--- src/rtl/vga_fb_scheduler_if.sv ---
// Bundle of the frame-buffer scheduler's handshake and SRAM bus signals.
// slave  : the scheduler side.
// master : the environment side (display pipeline, pixel writer, SRAM).
interface vga_fb_scheduler_if #(
  parameter int ADDR_BITS = 19,
  parameter int DATA_BITS = 12
);
  // Display side: frame_start pulse and the prefetch FIFO pop port.
  logic                 frame_start;
  logic                 pix_ready;
  logic                 pix_valid;
  logic [DATA_BITS-1:0] pix_data;
  logic                 underrun;

  // Valid/ready rules for the write port:
  // - A transfer happens on a rising edge where wr_valid && wr_ready.
  // - The writer holds wr_addr/wr_data stable until that transfer.
  // - wr_ready is combinational and may depend on wr_valid.
  // - pix_valid/pix_ready follow the same transfer rule.
  logic                 wr_valid;
  logic                 wr_ready;
  logic [ADDR_BITS-1:0] wr_addr;
  logic [DATA_BITS-1:0] wr_data;

  // Single-port SRAM: registered address, write enable and write data.
  logic [ADDR_BITS-1:0] sram_addr;
  logic                 sram_we;
  logic [DATA_BITS-1:0] sram_wdata;
  logic [DATA_BITS-1:0] sram_rdata;

  modport slave (
    input  frame_start, pix_ready, wr_valid, wr_addr, wr_data, sram_rdata,
    output pix_valid, pix_data, underrun, wr_ready, sram_addr, sram_we, sram_wdata
  );

  modport master (
    output frame_start, pix_ready, wr_valid, wr_addr, wr_data, sram_rdata,
    input  pix_valid, pix_data, underrun, wr_ready, sram_addr, sram_we, sram_wdata
  );
endinterface

--- src/rtl/vga_fb_scheduler.sv ---
// Frame-buffer SRAM scheduler.
// Prefetches the visible frame in raster order into a small FIFO for the
// display. Every SRAM cycle the prefetch does not need goes to the pixel
// writer. FIFO fill level plus reads still in flight decides who wins.
module vga_fb_scheduler #(
  parameter int H_VISIBLE  = 640,
  parameter int V_VISIBLE  = 480,
  parameter int ADDR_BITS  = 19,
  parameter int DATA_BITS  = 12,
  parameter int FIFO_DEPTH = 16,
  parameter int RD_LATENCY = 2,
  parameter int LOW_WATER  = 4
) (
  input  logic                clk,
  input  logic                reset,
  vga_fb_scheduler_if.slave   bus,
  output logic [1:0]          dbg_state_o
);
  localparam int TOTAL = H_VISIBLE * V_VISIBLE;
  localparam int PTR_W = $clog2(FIFO_DEPTH);
  localparam int CNT_W = PTR_W + 1;
  localparam int LVL_W = $clog2(FIFO_DEPTH + RD_LATENCY + 2) + 1;
  localparam logic [ADDR_BITS-1:0] LAST_ADDR = ADDR_BITS'(TOTAL - 1);
  localparam logic [LVL_W-1:0]     LOW_LVL   = LVL_W'(LOW_WATER);
  localparam logic [LVL_W-1:0]     FULL_LVL  = LVL_W'(FIFO_DEPTH);

  typedef enum logic [1:0] {
    S_IDLE  = 2'd0,
    S_FETCH = 2'd1,
    S_DONE  = 2'd2
  } state_t;

  state_t                 state_q, state_d;
  logic [ADDR_BITS-1:0]   fetch_addr_q, fetch_addr_d;
  logic [ADDR_BITS-1:0]   sram_addr_q, sram_addr_d;
  logic                   sram_we_q, sram_we_d;
  logic [DATA_BITS-1:0]   sram_wdata_q, sram_wdata_d;

  // Bit k of rd_pipe_q marks a read whose address went out k cycles ago.
  // The top bit lines up with sram_rdata carrying that read's data.
  logic [RD_LATENCY:0]    rd_pipe_q;
  logic [DATA_BITS-1:0]   mem_q [FIFO_DEPTH];
  logic [PTR_W-1:0]       wr_ptr_q, rd_ptr_q;
  logic [CNT_W-1:0]       count_q;
  logic                   underrun_q;

  logic                   wr_grant, rd_issue, flush, push, pop;
  logic [LVL_W-1:0]       inflight, level;

  // Level counts reads in flight as well as stored words.
  // A read is only issued when its data is guaranteed a FIFO slot.
  always_comb begin
    inflight = '0;
    for (int i = 0; i <= RD_LATENCY; i++) begin
      inflight = inflight + LVL_W'(rd_pipe_q[i]);
    end
    level = LVL_W'(count_q) + inflight;
  end

  // Arbitration and next-state: pick read, write or idle for the SRAM slot.
  always_comb begin
    state_d      = state_q;
    fetch_addr_d = fetch_addr_q;
    sram_addr_d  = sram_addr_q;
    sram_we_d    = 1'b0;
    sram_wdata_d = sram_wdata_q;
    wr_grant     = 1'b0;
    rd_issue     = 1'b0;
    flush        = 1'b0;

    case (state_q)
      S_IDLE: wr_grant = 1'b1;
      S_FETCH: begin
        if (level < LOW_LVL)          rd_issue = 1'b1;
        else if (bus.wr_valid)        wr_grant = 1'b1;
        else if (level < FULL_LVL)    rd_issue = 1'b1;
      end
      S_DONE: wr_grant = 1'b1;
      default: state_d = S_IDLE;
    endcase

    if (!reset) begin
      wr_grant = 1'b0;
      rd_issue = 1'b0;
    end

    // Restarting a frame never issues a read in the same cycle.
    // A write granted in that cycle still goes ahead.
    if (bus.frame_start) begin
      rd_issue     = 1'b0;
      flush        = 1'b1;
      state_d      = S_FETCH;
      fetch_addr_d = '0;
    end

    if (wr_grant && bus.wr_valid) begin
      sram_addr_d  = bus.wr_addr;
      sram_we_d    = 1'b1;
      sram_wdata_d = bus.wr_data;
    end else if (rd_issue) begin
      sram_addr_d  = fetch_addr_q;
      fetch_addr_d = fetch_addr_q + 1'b1;
      if (fetch_addr_q == LAST_ADDR) state_d = S_DONE;
    end
  end

  // FSM state, fetch pointer and the registered SRAM command.
  always_ff @(posedge clk) begin
    if (!reset) begin
      state_q      <= S_IDLE;
      fetch_addr_q <= '0;
      sram_addr_q  <= '0;
      sram_we_q    <= 1'b0;
      sram_wdata_q <= '0;
    end else begin
      state_q      <= state_d;
      fetch_addr_q <= fetch_addr_d;
      sram_addr_q  <= sram_addr_d;
      sram_we_q    <= sram_we_d;
      sram_wdata_q <= sram_wdata_d;
    end
  end

  assign push = rd_pipe_q[RD_LATENCY] && !flush;
  assign pop  = bus.pix_ready && (count_q != '0);

  // Read-return tracking and FIFO pointers.
  // A flush drops stored words and in-flight reads together.
  always_ff @(posedge clk) begin
    if (!reset) begin
      rd_pipe_q <= '0;
      wr_ptr_q  <= '0;
      rd_ptr_q  <= '0;
      count_q   <= '0;
    end else if (flush) begin
      rd_pipe_q <= '0;
      wr_ptr_q  <= '0;
      rd_ptr_q  <= '0;
      count_q   <= '0;
    end else begin
      rd_pipe_q <= {rd_pipe_q[RD_LATENCY-1:0], rd_issue};
      if (push) wr_ptr_q <= wr_ptr_q + 1'b1;
      if (pop)  rd_ptr_q <= rd_ptr_q + 1'b1;
      case ({push, pop})
        2'b10:   count_q <= count_q + CNT_W'(1);
        2'b01:   count_q <= count_q - CNT_W'(1);
        default: count_q <= count_q;
      endcase
    end
  end

  // FIFO storage.
  // It is cleared on reset so the head reads as zero until the first push.
  always_ff @(posedge clk) begin
    if (!reset) begin
      for (int i = 0; i < FIFO_DEPTH; i++) mem_q[i] <= '0;
    end else if (push) begin
      mem_q[wr_ptr_q] <= bus.sram_rdata;
    end
  end

  // Sticky underrun: consumer asked for a pixel the FIFO could not supply.
  always_ff @(posedge clk) begin
    if (!reset) begin
      underrun_q <= 1'b0;
    end else if (bus.pix_ready && (count_q == '0) && (state_q != S_IDLE)) begin
      underrun_q <= 1'b1;
    end
  end

  assign bus.pix_valid  = (count_q != '0);
  assign bus.pix_data   = mem_q[rd_ptr_q];
  assign bus.underrun   = underrun_q;
  assign bus.wr_ready   = wr_grant;
  assign bus.sram_addr  = sram_addr_q;
  assign bus.sram_we    = sram_we_q;
  assign bus.sram_wdata = sram_wdata_q;
  assign dbg_state_o    = state_q;
endmodule

--- src/flat_wrapper.sv ---
// flat-port wrapper written by rule: the top's interface ports become plain ports
module vga_fb_scheduler_flat 
#(
  parameter int H_VISIBLE  = 640,
  parameter int V_VISIBLE  = 480,
  parameter int ADDR_BITS  = 19,
  parameter int DATA_BITS  = 12,
  parameter int FIFO_DEPTH = 16,
  parameter int RD_LATENCY = 2,
  parameter int LOW_WATER  = 4
)
  (clk, reset, dbg_state_o, bus_frame_start, bus_pix_ready, bus_wr_valid, bus_wr_addr, bus_wr_data, bus_sram_rdata, bus_pix_valid, bus_pix_data, bus_underrun, bus_wr_ready, bus_sram_addr, bus_sram_we, bus_sram_wdata);
  vga_fb_scheduler_if #(.ADDR_BITS(ADDR_BITS), .DATA_BITS(DATA_BITS)) bus_i ();
  input  logic clk;
  input  logic reset;
  output logic [1:0] dbg_state_o;
  input wire logic [$bits(bus_i.frame_start)-1:0] bus_frame_start;
  input wire logic [$bits(bus_i.pix_ready)-1:0] bus_pix_ready;
  input wire logic [$bits(bus_i.wr_valid)-1:0] bus_wr_valid;
  input wire logic [$bits(bus_i.wr_addr)-1:0] bus_wr_addr;
  input wire logic [$bits(bus_i.wr_data)-1:0] bus_wr_data;
  input wire logic [$bits(bus_i.sram_rdata)-1:0] bus_sram_rdata;
  output wire logic [$bits(bus_i.pix_valid)-1:0] bus_pix_valid;
  output wire logic [$bits(bus_i.pix_data)-1:0] bus_pix_data;
  output wire logic [$bits(bus_i.underrun)-1:0] bus_underrun;
  output wire logic [$bits(bus_i.wr_ready)-1:0] bus_wr_ready;
  output wire logic [$bits(bus_i.sram_addr)-1:0] bus_sram_addr;
  output wire logic [$bits(bus_i.sram_we)-1:0] bus_sram_we;
  output wire logic [$bits(bus_i.sram_wdata)-1:0] bus_sram_wdata;
  assign bus_i.frame_start = bus_frame_start;
  assign bus_i.pix_ready = bus_pix_ready;
  assign bus_i.wr_valid = bus_wr_valid;
  assign bus_i.wr_addr = bus_wr_addr;
  assign bus_i.wr_data = bus_wr_data;
  assign bus_i.sram_rdata = bus_sram_rdata;
  assign bus_pix_valid = bus_i.pix_valid;
  assign bus_pix_data = bus_i.pix_data;
  assign bus_underrun = bus_i.underrun;
  assign bus_wr_ready = bus_i.wr_ready;
  assign bus_sram_addr = bus_i.sram_addr;
  assign bus_sram_we = bus_i.sram_we;
  assign bus_sram_wdata = bus_i.sram_wdata;
  vga_fb_scheduler #(.H_VISIBLE(H_VISIBLE), .V_VISIBLE(V_VISIBLE), .ADDR_BITS(ADDR_BITS), .DATA_BITS(DATA_BITS), .FIFO_DEPTH(FIFO_DEPTH), .RD_LATENCY(RD_LATENCY), .LOW_WATER(LOW_WATER)) u_core (.clk(clk), .reset(reset), .bus(bus_i), .dbg_state_o(dbg_state_o));
endmodule
--- config.mk ---
export PLATFORM = sky130hd
export DESIGN_NAME = vga_fb_scheduler_flat
export DESIGN_NICKNAME = d
export VERILOG_FILES = /design/src/rtl/vga_fb_scheduler_if.sv /design/src/rtl/vga_fb_scheduler.sv /design/src/flat_wrapper.sv
export SDC_FILE = /design/constraint.sdc
export NUM_CORES = 1
export LEC_CHECK = 0
export CORE_MARGIN = 2
export CORE_UTILIZATION = 40
export CTS_CLUSTER_SIZE = 8
export DETAILED_ROUTE_END_ITERATION = 8
export PLACE_DENSITY_LB_ADDON = 0.1
export SYNTH_ARGS = -nofsm -noshare
export SYNTH_HDL_FRONTEND = slang
export SYNTH_SLANG_ARGS = --single-unit
--- constraint.sdc ---
create_clock -name clk -period 3.6 [get_ports clk]
set_input_delay 0.72 -clock clk [delete_from_list [all_inputs] [get_ports clk]]
set_output_delay 0.72 -clock clk [all_outputs]
set_load 0.005 [all_outputs]
# == Word level (Yosys, flattened, before mapping) ==
# Memories as Yosys holds them, arrays and structs flattened. A register that Yosys moved wholly into a read port is not among the register bits.
# Index checks and enable logic that the tools add are counted.
# word_totals
register_bits,70
ramBits,192
inputBits,48
output_inout_bits,49
word_cells,75
n_memories,1
# memory_table
name,depth,width,read_ports,rd_clocked_by_memory_dff,write_ports,line,rtl
u_core.mem_q,16,12,1,1,16,vga_fb_scheduler.sv:42,logic [DATA_BITS-1:0] mem_q [FIFO_DEPTH];
# op_classes
add_sub_neg,8
n_lt_le_gt_ge,2
eq_ne,5
mux,32
n_bitwise,1
n_reduce_logical,16
# ops
cell,count
$mux 19,5
$add 19x1->19 const B,1
$eq 19x19->1 const B,1
$mux 1,16
$mux 12,1
$mux 4,3
$reduce_or 12->1,1
$mux 2,5
$pmux 5 s2,1
$add 4x1->4 const B,2
$add 5x6->6,1
$add 6x1->6,1
$lt 6x3->1 const B,1
$lt 6x5->1 const B,1
$reduce_bool 2->1,3
$add 5x1->5 const B,1
$logic_and 1x1->1,5
$logic_not 5->1,1
$reduce_bool 5->1,1
$sub 5x1->5 const B,1
$eq 2x1->1 const B,2
$eq 2x2->1 const B,2
$reduce_or 2->1,2
$reduce_or 3->1,1
other kinds (5),5

# == Depth between registers and ports, before layout ==
# Gate-level depths: netlist (run 1).
# depth
ltp_word,12
ltp_mapped,10
ltp_nobuf,10

# == Worst setup path before layout (run 1) ==
# OpenSTA, ideal clock, no wires.
# synth_timing
path_kind,input to register
from,input bus_pix_ready
to,register u_core.count_q[4]
setup_ns,0.135
arrival_ns,2.509
required_ns,3.465
slack_ns,0.955
path_stages,8
path_cell_list,a21boi_1 -> ha_1 -> ha_1 -> nor2b_1 -> o21a_1 -> o21a_1 -> o311ai_0 -> o41ai_1
# synth_between
elab_chain_cells,3
elab_cells_between_ends,5
cone_classes,2 x eq/ne; 1 x mux; 2 x reduce/logical
# synth_lines
element,line,rtl
from (decl),flat_wrapper.sv:18,input wire logic [$bits(bus_i.pix_ready)-1:0] bus_pix_ready;
$logic_and 1x1->1 (*),vga_fb_scheduler.sv:125,assign pop = bus.pix_ready && (count_q != '0);
$eq 2x1->1 / $eq 2x2->1 (equally long branches),vga_fb_scheduler.sv:144,"case ({push, pop})"
$pmux 5 s2 / $reduce_bool 2->1 (equally long branches),n/a,
to (signal assigned),vga_fb_scheduler.sv:145,2'b10: count_q <= count_q + CNT_W'(1);
to (signal assigned),vga_fb_scheduler.sv:146,2'b01: count_q <= count_q - CNT_W'(1);
to (signal assigned),vga_fb_scheduler.sv:147,default: count_q <= count_q;
to (decl),vga_fb_scheduler.sv:44,logic [CNT_W-1:0] count_q;
# Mark *: on every way between the ends. The rest lies on a longest branch, timed or not.
# A chain may end at the register's enable or synchronous reset.

==> results.ini, run 1 <==
[setup_path]
cp_slowest_cell=mux4_2
r2r_slack_ns=1.08
crit_chain=buf_12, mux4_2, mux4_2, clkdlybuf4s50_1
critical_path_buf_inv_count=2
crit_arrival_ns=2.76
critPathRequiredTime_ns=2.88
path_depth=4
worstSetupPathType=flip-flop to output port
rr_worst_depth=10
start_kind=flip-flop
cp_common_cell=mux4_2
crit_path_max_fanout=40
crit_end=bus_pix_data[2]
cp-end-kind=output port
max_stage_delay_ns=0.53
worstReg2RegStart=u_core.count_q[3]
crit_family=multiplexers
r2r-end=u_core.count_q[4]

[grt]
gr-usage-all-layers_pct=20.5
grt_max_degree=47
overflow=0
antenna_found_initial=0
grt_pass1_wl_mm=47.5
grt_pass1_vias=7652

[route]
drc=0
routedWlPerCell_um=21.7
ant_nets=0
vias=7450
wirelength_mm=31.1
drt_iter0_drc=605
vias_per_cell=5.18
firstDrtPassIters=5

[logic_synthesis]
ys_seq_area_share_pct=60.7
syn_nets=971
synth-async-reset-ratio_pct=0
netlist_area_um2=11900
synth_xor_area_share_pct=0.660
synth_mux_area_share_pct=12.2
ys_warn_count=0
synth_top_family_by_area=simple AND/OR/NAND/NOR gates
ys_top_cells_by_area=edfxtp_1, dfxtp_1, mux4_2
synth_area_per_cell_um2=13.1
synthSimpleGateAreaFrac_pct=17.4
synth_top_cell_by_area=edfxtp_1
synth-adder-area-share_pct=1.53
synth-edff-count=192
postSynthCellCount=909
synth.top_cell.area_share_pct=48.3
synth_flop_cell=edfxtp_1
synth_compound_area_share_pct=4.83
ys_types=52
synth-seq-cells=266

[sta]
layout_setup_ws_ns=0.121
clock.fmax_mhz=287
worst_pin_slew_ns=0.751
hold_viol_final=0
final_max_slew_viol_count=0
finalCritPeriodShare_pct=96.6
rsz0062_at_grt=false
fin_crit_ns=3.48
clock_skew_ns=0.0165
setup_viol=0
setup-tns-final_ns=0
slew_headroom_pct=49.9

[placed_design]
dp_hpwl_mm=19.9
place_congestion=0.780
port_buffers=96
dp_slack_ns=0.456

[clock_tree]
cts_resized=0
cts_setup_buffers=1
clock_path_buffers=3
cts_sinks=266
cts_made_buffers=39
cts-root-buf=clkbuf_16
htreeDepth=2
cts_tree=yes
worstSkewPairLatency_ns=0.53
cts_hold_buf=0
clk_pin_slew_ns=0.05

[layout]
final_util_pct=49.6
syn2layout_area_growth_pct=22.7
fin_nets=1092
drive_gt1_share_pct=15.7
antennaDiodeCount=0
final_common_cell=and2_1
final_cell_mix=and2_1, edfxtp_1, clkdlybuf4s50_1

[pwr]
leakagePower_uw=0.00522
peakVddDrop_mv=0.360
p_per_area_nw_per_um2=488

[min_path]
min_path_type=flip-flop to flip-flop

[floorplan]
core-area_um2=29600
start_util_pct=40.4
dieArea_um2=31300
die_y_um=177
ioPinCount=97
die_x_um=177
rows=63

[status]
status=finished, final reports clean

[flow_run]
max_cap_viol_count=0

-- metrics by stage --
| stage | total power (µW) | cell area, µm² | instances | hold WS (ns) |
|---|---|---|---|---|
| after floorplan | 3610 | 11900 | 909 | 0.434 |
| after global placement | 3830 | 13500 | 1378 | 0.446 |
| after detailed placement | 3840 | 13500 | 1378 | 0.451 |
| after CTS | 7240 | 14700 | 1437 | 0.457 |
| after global routing | 7370 | 14700 | 1437 | 0.470 |
| final | 7150 | 14700 | 1437 | 0.455 |
-- routing by layer --
metal  wire length (µm)  part of all wire [%]  global-route usage (%)  up-vias
li1                   -                     -                       -     3517
met1              13700                    44                    27.7     3680
met2              15200                    49                    34.3      203
met3               1480                   4.8                    3.03       50
met4                733                   2.4                    5.99        0
met5                  0                     0                       0        -
-- Yosys cell counts, types with 2 or more instances --
master	n
o21a_1	3
and2_1	198
nor2b_1	3
or3_1	3
a21oi_1	9
dfxtp_1	74
xnor2_1	4
edfxtp_1	192
xor2_1	5
inv_1	9
o211ai_1	3
buf_1	3
o21ai_1	3
nand3b_1	3
nor4_1	2
nand3_2	2
nand3_1	10
ha_1	13
nor2_1	42
a22oi_1	19
clkbuf_1	49
mux2i_1	11
buf_2	10
o22ai_1	2
nor3_1	12
nand2b_1	7
a31oi_1	2
nand2_1	76
o21ai_0	51
nand4_1	6
mux4_2	60
buf_6	3
-- logic make-up after synthesis --
group,Yosys count
simple gates,376
flops,266
compound gates,98
buf+inv,75
mux,71
fa+ha+maj,14
xor+xnor,9
-- how the worst min path moves through the flow --
stage               cells after the start                 startpoint                   endpoint  slack [ns]
floorplan                               1        u_core.rd_pipe_q[1]        u_core.rd_pipe_q[2]        0.43
global placement                        2  u_core.bus.sram_wdata[11]  u_core.bus.sram_wdata[11]        0.45
detailed placement                      2   u_core.bus.sram_wdata[4]   u_core.bus.sram_wdata[4]        0.45
CTS                                     2   u_core.bus.sram_wdata[4]   u_core.bus.sram_wdata[4]        0.46
global route                            2   u_core.bus.sram_wdata[7]   u_core.bus.sram_wdata[7]        0.47
finish                                  2  u_core.bus.sram_wdata[11]  u_core.bus.sram_wdata[11]        0.46
-- power breakdown --
part	total [µW]	internal [µW]	switching, µW
combinational	348	162	186
sequential	3420	3390	38.4
clock	3380	2060	1320
-- registers in the layout (all words and copies together) (netlist names), named ones only --
signal,cells
u_core.bus.sram_addr,19
u_core.bus.sram_wdata,12
u_core.bus.sram_we,1
u_core.bus.underrun,1
u_core.count_q,5
u_core.dbg_state_o,2
u_core.fetch_addr_q,19
u_core.mem_q,192
u_core.rd_pipe_q,3
u_core.rd_ptr_q,4
u_core.wr_ptr_q,4
-- final cells by class --
type,count,area [µm²]
clock inverters,4,82.6
flip-flops and latches,266,7250
fillers,2593,14900
multi-input cells,568,4400
inverters,10,37.5
well taps,390,488
repair buffers,145,1370
clock buffers,54,1030
-- worst register-to-register path, delay by kind of cell, from the launching register on --
family / cells / cell delay (ns)
buffers and inverters: 1 / 0.16
AOI/OAI and AO/OA: 5 / 1.01
adders and majority gates: 2 / 0.60
DFF: 1 / 0.41
and+or+nand+nor: 2 / 0.22
Note: power is estimated with default switching activity, not from simulation.
==> run 2, diff against run 1 <==
- CTS_BUF_LIST: not set -> sky130_fd_sc_hd__clkbuf_4 sky130_fd_sc_hd__clkbuf_8
- PLACE_DENSITY: not set -> 0.57
- PLACE_DENSITY_LB_ADDON: 0.1 -> not set
==> results.ini, run 2 (synthesis gave the netlist of run 1 again) <==
[setup_path]
cp_common_cell=mux4_2
cp-end-kind=output port
r2r-end=u_core.count_q[4]
worstSetupPathType=flip-flop to output port
critical_path_buf_inv_count=2  ; unchanged
max_stage_delay_ns=0.55  ; +0.02 ns
critPathRequiredTime_ns=2.88  ; about the same
crit_arrival_ns=2.74  ; -0.02 ns
crit_family=multiplexers
crit_path_max_fanout=9  ; -78%
start_kind=flip-flop
worstReg2RegStart=u_core.count_q[3]
rr_worst_depth=11  ; +1
crit_chain=buf_4, mux4_2, mux4_2, clkdlybuf4s50_1
r2r_slack_ns=1.07  ; about the same
cp_slowest_cell=mux4_2

[layout]
syn2layout_area_growth_pct=20.6
top_register=u_core.mem_q
fin_cells=1458  ; +1.5%
final_cell_mix=and2_1, edfxtp_1, clkdlybuf4s50_1
fillers=2596  ; +0.12%
antennaDiodeCount=0  ; unchanged
final_common_cell=and2_1
drive_gt1_share_pct=18.0  ; +2.3 points
largest_register_ffs=192  ; unchanged
fin_nets=1097  ; +0.46%
fin_area_um2=14400  ; -1.7%
final_util_pct=48.7  ; -0.87 points

[min_path]
worstHoldPathCells=2  ; unchanged
hold_start=u_core.bus.sram_addr[12]
whs_endpoint=u_core.bus.sram_addr[12]
min_path_type=flip-flop to flip-flop

[grt]
grt_max_degree=47  ; unchanged
antenna_found_initial=0  ; unchanged
overflow=0  ; unchanged
gr-usage-all-layers_pct=19.4  ; -1.1 points
grt_pass1_wl_mm=45.7  ; -3.8%
grt_pass1_vias=7765  ; +1.5%

[floorplan]
die_x_um=177  ; unchanged
die_y_um=177  ; unchanged
start_util_pct=40.4  ; unchanged
rows=63  ; unchanged
ioPinCount=97  ; unchanged
dieArea_um2=31300  ; unchanged
core-area_um2=29600  ; unchanged

[sta]
final_max_slew_viol_count=0  ; unchanged
slew_headroom_pct=45.5  ; -4.4 points
clock.fmax_mhz=289  ; +0.65%
clock_skew_ns=0.0228  ; +0.00626 ns
setup-tns-final_ns=0  ; unchanged
setup_viol=0  ; unchanged
hold_viol_final=0  ; unchanged
rsz0062_at_grt=false
fin_crit_ns=3.46  ; -0.0226 ns
worst_pin_slew_ns=0.816  ; +0.0652 ns
finalCritPeriodShare_pct=96.0  ; -0.63 points

[placed_design]
dp.cells=1376  ; -0.15%
dp_hpwl_mm=19.2  ; -3.3%
placed_area_um2=13500  ; -0.11%
place_congestion=0.757  ; -3.0%
port_buffers=96  ; unchanged

[route]
routedWlPerCell_um=20.2  ; -6.8%
ant_nets=0  ; unchanged
drc=0  ; unchanged
wirelength_mm=29.4  ; -5.4%
drt_iter0_drc=638  ; +5.5%
firstDrtPassIters=4  ; -1
vias=7457  ; +0.094%
vias_per_cell=5.11  ; -1.3%

[clock_tree]
worstSkewPairLatency_ns=0.57  ; +0.04 ns
cts-root-buf=clkbuf_8
clk_pin_slew_ns=0.06  ; about the same
cts_tree=yes
clock_path_buffers=3  ; unchanged
htreeDepth=2  ; unchanged
cts_resized=0  ; unchanged
cts_sinks=266  ; unchanged
cts_made_buffers=46  ; +18%

[pwr]
p_per_area_nw_per_um2=444  ; -8.8%
peakVddDrop_mv=0.230  ; -36%
leakagePower_uw=0.00515  ; -1.4%

[flow_run]
max_cap_viol_count=0  ; unchanged

[status]
status=finished, final reports clean

-- run 2: changes by cell type in the layout (fill, tap and decap cells not counted), sizes merged --
cell,change
clkinv,+9
inv,+2
buf,-2
bufinv,-1
clkbuf,+13
-- run 2: worst max path at each step --
stage                          from           endpoint  depth (start not counted)
finish                    flip-flop    bus_pix_data[2]                          4
global route              flip-flop    bus_pix_data[2]                          4
floorplan             bus_pix_ready  u_core.count_q[4]                          8
detailed placement  bus_frame_start  u_core.count_q[4]                         10
CTS                       flip-flop   bus_pix_data[10]                          4
global placement    bus_frame_start  u_core.count_q[4]                         10
-- run 2: routing by layer --
layer,routed length (µm),track usage (%),vias up
li1,-,-,3533
met4,511,4.96,0
met1,13200,26.2,3703
met2,14400,32.4,175
met3,1360,3.48,46
met5,0,0,-
-- run 2: cell type report --
type | count | area [µm²] | share of cell area, %
Inverter | 10 | 37.5 | 0.261
Tap cell | 390 | 488 | 3.39
Sequential cell | 266 | 7250 | 50.3
Clock inverter | 14 | 76.3 | 0.530
Multi-Input combinational cell | 568 | 4400 | 30.5
Clock buffer | 67 | 797 | 5.53
Timing Repair Buffer | 143 | 1360 | 9.43
-- run 2: worst reg2reg max path, cell delays in order, from the launching register on --
cell and delay [ns]:
dfxtp_1 0.43, nor3_1 0.08, buf_4 0.16, a21boi_1 0.18, ha_1 0.30, inv_1 0.09, fa_1 0.39, nor2b_1 0.17
o21a_1 0.16, nor3_1 0.06, o311ai_0 0.27, o41ai_1 0.12
-- run 2: repair_timing --
action                                  in CTS  in global routing
endpoints found under the setup margin      11                  0
buffers inserted                             1                  0
hold buffers                                 0                  0
-- run 2: metrics by stage --
step                      hold slack [ns]  total power (µW)  worst slack [ns]
after floorplan                     0.434              3610             0.955
after global placement              0.440              3820             0.494
after detailed placement            0.440              3820             0.445
after CTS                           0.457              6480            0.0921
after global routing                0.469              6640            0.0485
final                               0.453              6400             0.144
-- run 2: power by group --
| group | switching [µW] | leakage [µW] | internal, µW | total, µW |
|---|---|---|---|---|
| logic | 176 | 0.00213 | 159 | 335 |
| registers | 39.3 | 0.00254 | 3380 | 3420 |
| clock network | 1220 | 0.000471 | 1430 | 2650 |
| total | 1440 | 0.00515 | 4970 | 6400 |
==> run 3, diff against run 2 <==
- CORE_MARGIN: 2 -> 3
- PLACE_DENSITY: 0.57 -> 0.7
==> results.ini, run 3 (synthesis gave the netlist of run 1 again) <==
[layout]
largest_register_ffs=192  ; unchanged
top_register=u_core.mem_q
final_common_cell=and2_1
final_util_pct=49.6  ; +0.83 points
fin_nets=1092  ; -0.46%
final_cell_mix=and2_1, edfxtp_1, clkdlybuf4s50_1
fin_area_um2=14400  ; about the same
syn2layout_area_growth_pct=20.7  ; about the same
drive_gt1_share_pct=17.5  ; -0.43 points
antennaDiodeCount=0  ; unchanged

[sta]
final_max_slew_viol_count=0  ; unchanged
clock_skew_ns=0.0348  ; +0.0121 ns
clock.fmax_mhz=286  ; -1.1%
slew_headroom_pct=43.1  ; -2.4 points
hold_viol_final=0  ; unchanged
worst_pin_slew_ns=0.852  ; +0.0362 ns
setup-tns-final_ns=0  ; unchanged
fin_crit_ns=3.49  ; +0.0369 ns
setup_viol=0  ; unchanged
rsz0062_at_grt=false
finalCritPeriodShare_pct=97.0  ; +1.0 points
fin_hold_ws_ns=0.455  ; +0.00205 ns

[route]
vias_per_cell=5.20  ; +1.6%
vias=7502  ; +0.60%
drt_iter0_drc=555  ; -13%
wirelength_mm=28.0  ; -4.8%
ant_nets=0  ; unchanged
firstDrtPassIters=4  ; unchanged
drc=0  ; unchanged
routedWlPerCell_um=19.4  ; -3.9%

[clock_tree]
cts_hold_buf=0  ; unchanged
cts-root-buf=clkbuf_8
clk_pin_slew_ns=0.06  ; about the same
worstSkewPairLatency_ns=0.55  ; -0.02 ns
cts_sinks=266  ; unchanged
clock_path_buffers=3  ; unchanged
cts_tree=yes
htreeDepth=2  ; unchanged
cts_made_buffers=45  ; -2.2%

[setup_path]
crit_chain=buf_16, mux4_2, mux4_2, clkdlybuf4s50_1
cp-end-kind=output port
critical_path_buf_inv_count=2  ; unchanged
max_stage_delay_ns=0.57  ; +0.02 ns
crit_arrival_ns=2.77  ; +0.03 ns
start_kind=flip-flop
critPathRequiredTime_ns=2.88  ; about the same
cp_slowest_cell=mux4_2
worstSetupPathType=flip-flop to output port
cp_common_cell=mux4_2
crit_family=multiplexers
crit_path_max_fanout=15  ; +6

[grt]
antenna_found_initial=0  ; unchanged
grt_max_degree=49  ; +4.3%
overflow=0  ; unchanged
grt_pass1_vias=7783  ; +0.23%
gr-usage-all-layers_pct=17.8  ; -1.5 points
grt_pass1_wl_mm=43.8  ; -4.2%

[placed_design]
dp_hpwl_mm=17.8  ; -7.6%
place_congestion=0.800  ; +5.7%
placed_area_um2=13500  ; -0.37%
port_buffers=96  ; unchanged

[min_path]
min_path_type=flip-flop to flip-flop

[floorplan]
rows=62  ; -1.6%
start_util_pct=41.1  ; +0.65 points
die_x_um=179  ; +1.1%
die_y_um=179  ; +1.1%
ioPinCount=97  ; unchanged
core-area_um2=29100  ; -1.6%
dieArea_um2=32000  ; +2.3%

[status]
status=finished, final reports clean

[pwr]
peakVddDrop_mv=0.254  ; +10%
leakagePower_uw=0.00515  ; +0.18%
p_per_area_nw_per_um2=450  ; +1.3%

[flow_run]
max_cap_viol_count=0  ; unchanged

-- run 3: cell types whose count changed in the layout (fill, tap and decap cells not counted), moves of 4 or more --
cell,before,now
clkbuf_4,20,15
o21ai_1,15,11
o21ai_0,39,43
buf_4,43,39
-- run 3: final timing paths --
kind	startpoint	endpoint	slack, ns	depth (start not counted)
max reg2reg	u_core.count_q[2]	u_core.count_q[4]	1.07	11
min reg2reg	u_core.bus.sram_wdata[1]	u_core.bus.sram_wdata[1]	0.45	2
min	u_core.bus.sram_wdata[1]	u_core.bus.sram_wdata[1]	0.45	2
max	flip-flop	bus_pix_data[4]	0.11	4
-- run 3: where the power goes --
| group | switching (µW) | internal (µW) | leakage, µW |
|---|---|---|---|
| clock | 1200 | 1550 | 0.000482 |
| sequential | 39.2 | 3380 | 0.00254 |
| combinational | 170 | 159 | 0.00213 |
| total | 1400 | 5090 | 0.00515 |
-- run 3: worst reg2reg max path: cells and delay by family (launching register included) --
family / cells / cell delay, ns
AOI/OAI and AO/OA: 4 / 0.75
adders and majority gates: 2 / 0.71
buffers and inverters: 2 / 0.25
DFF: 1 / 0.40
and+or+nand+nor: 3 / 0.29
-- run 3: cell type report --
class / instances / area, µm²
inverter: 10 / 37.5
multi-input combinational: 568 / 4400
timing repair buffer: 139 / 1340
sequential: 266 / 7250
clock buffer: 64 / 787
tap: 384 / 480
clock inverter: 13 / 123
fill: 2557 / 14700
-- run 3: what timing repair did --
item / CTS / global route
endpoints found under the setup margin: 5 / 9
gates resized for setup: 1 / 4
gates cloned: 0 / 1
pin swaps: 0 / 0
setup buffers: 0 / 0
-- run 3: metrics by stage --
step / total power, µW / std cells / setup WS (ns)
6_report: 6500 / 1444 / 0.107
5_1_grt: 6730 / 1444 / 0.00436
4_1_cts: 6570 / 1443 / 0.0186
3_5_place_dp: 3810 / 1366 / 0.326
3_3_place_gp: 3800 / 1366 / 0.377
2_1_floorplan: 3610 / 909 / 0.955
-- run 3: layer usage --
| layer | global-route usage (%) | up-vias | part of all wire (%) |
|---|---|---|---|
| li1 | - | 3535 | - |
| met1 | 23.0 | 3699 | 43 |
| met2 | 30.2 | 219 | 49 |
| met3 | 3.68 | 49 | 6.0 |
| met4 | 5.78 | 0 | 2.5 |
| met5 | 0 | - | 0 |
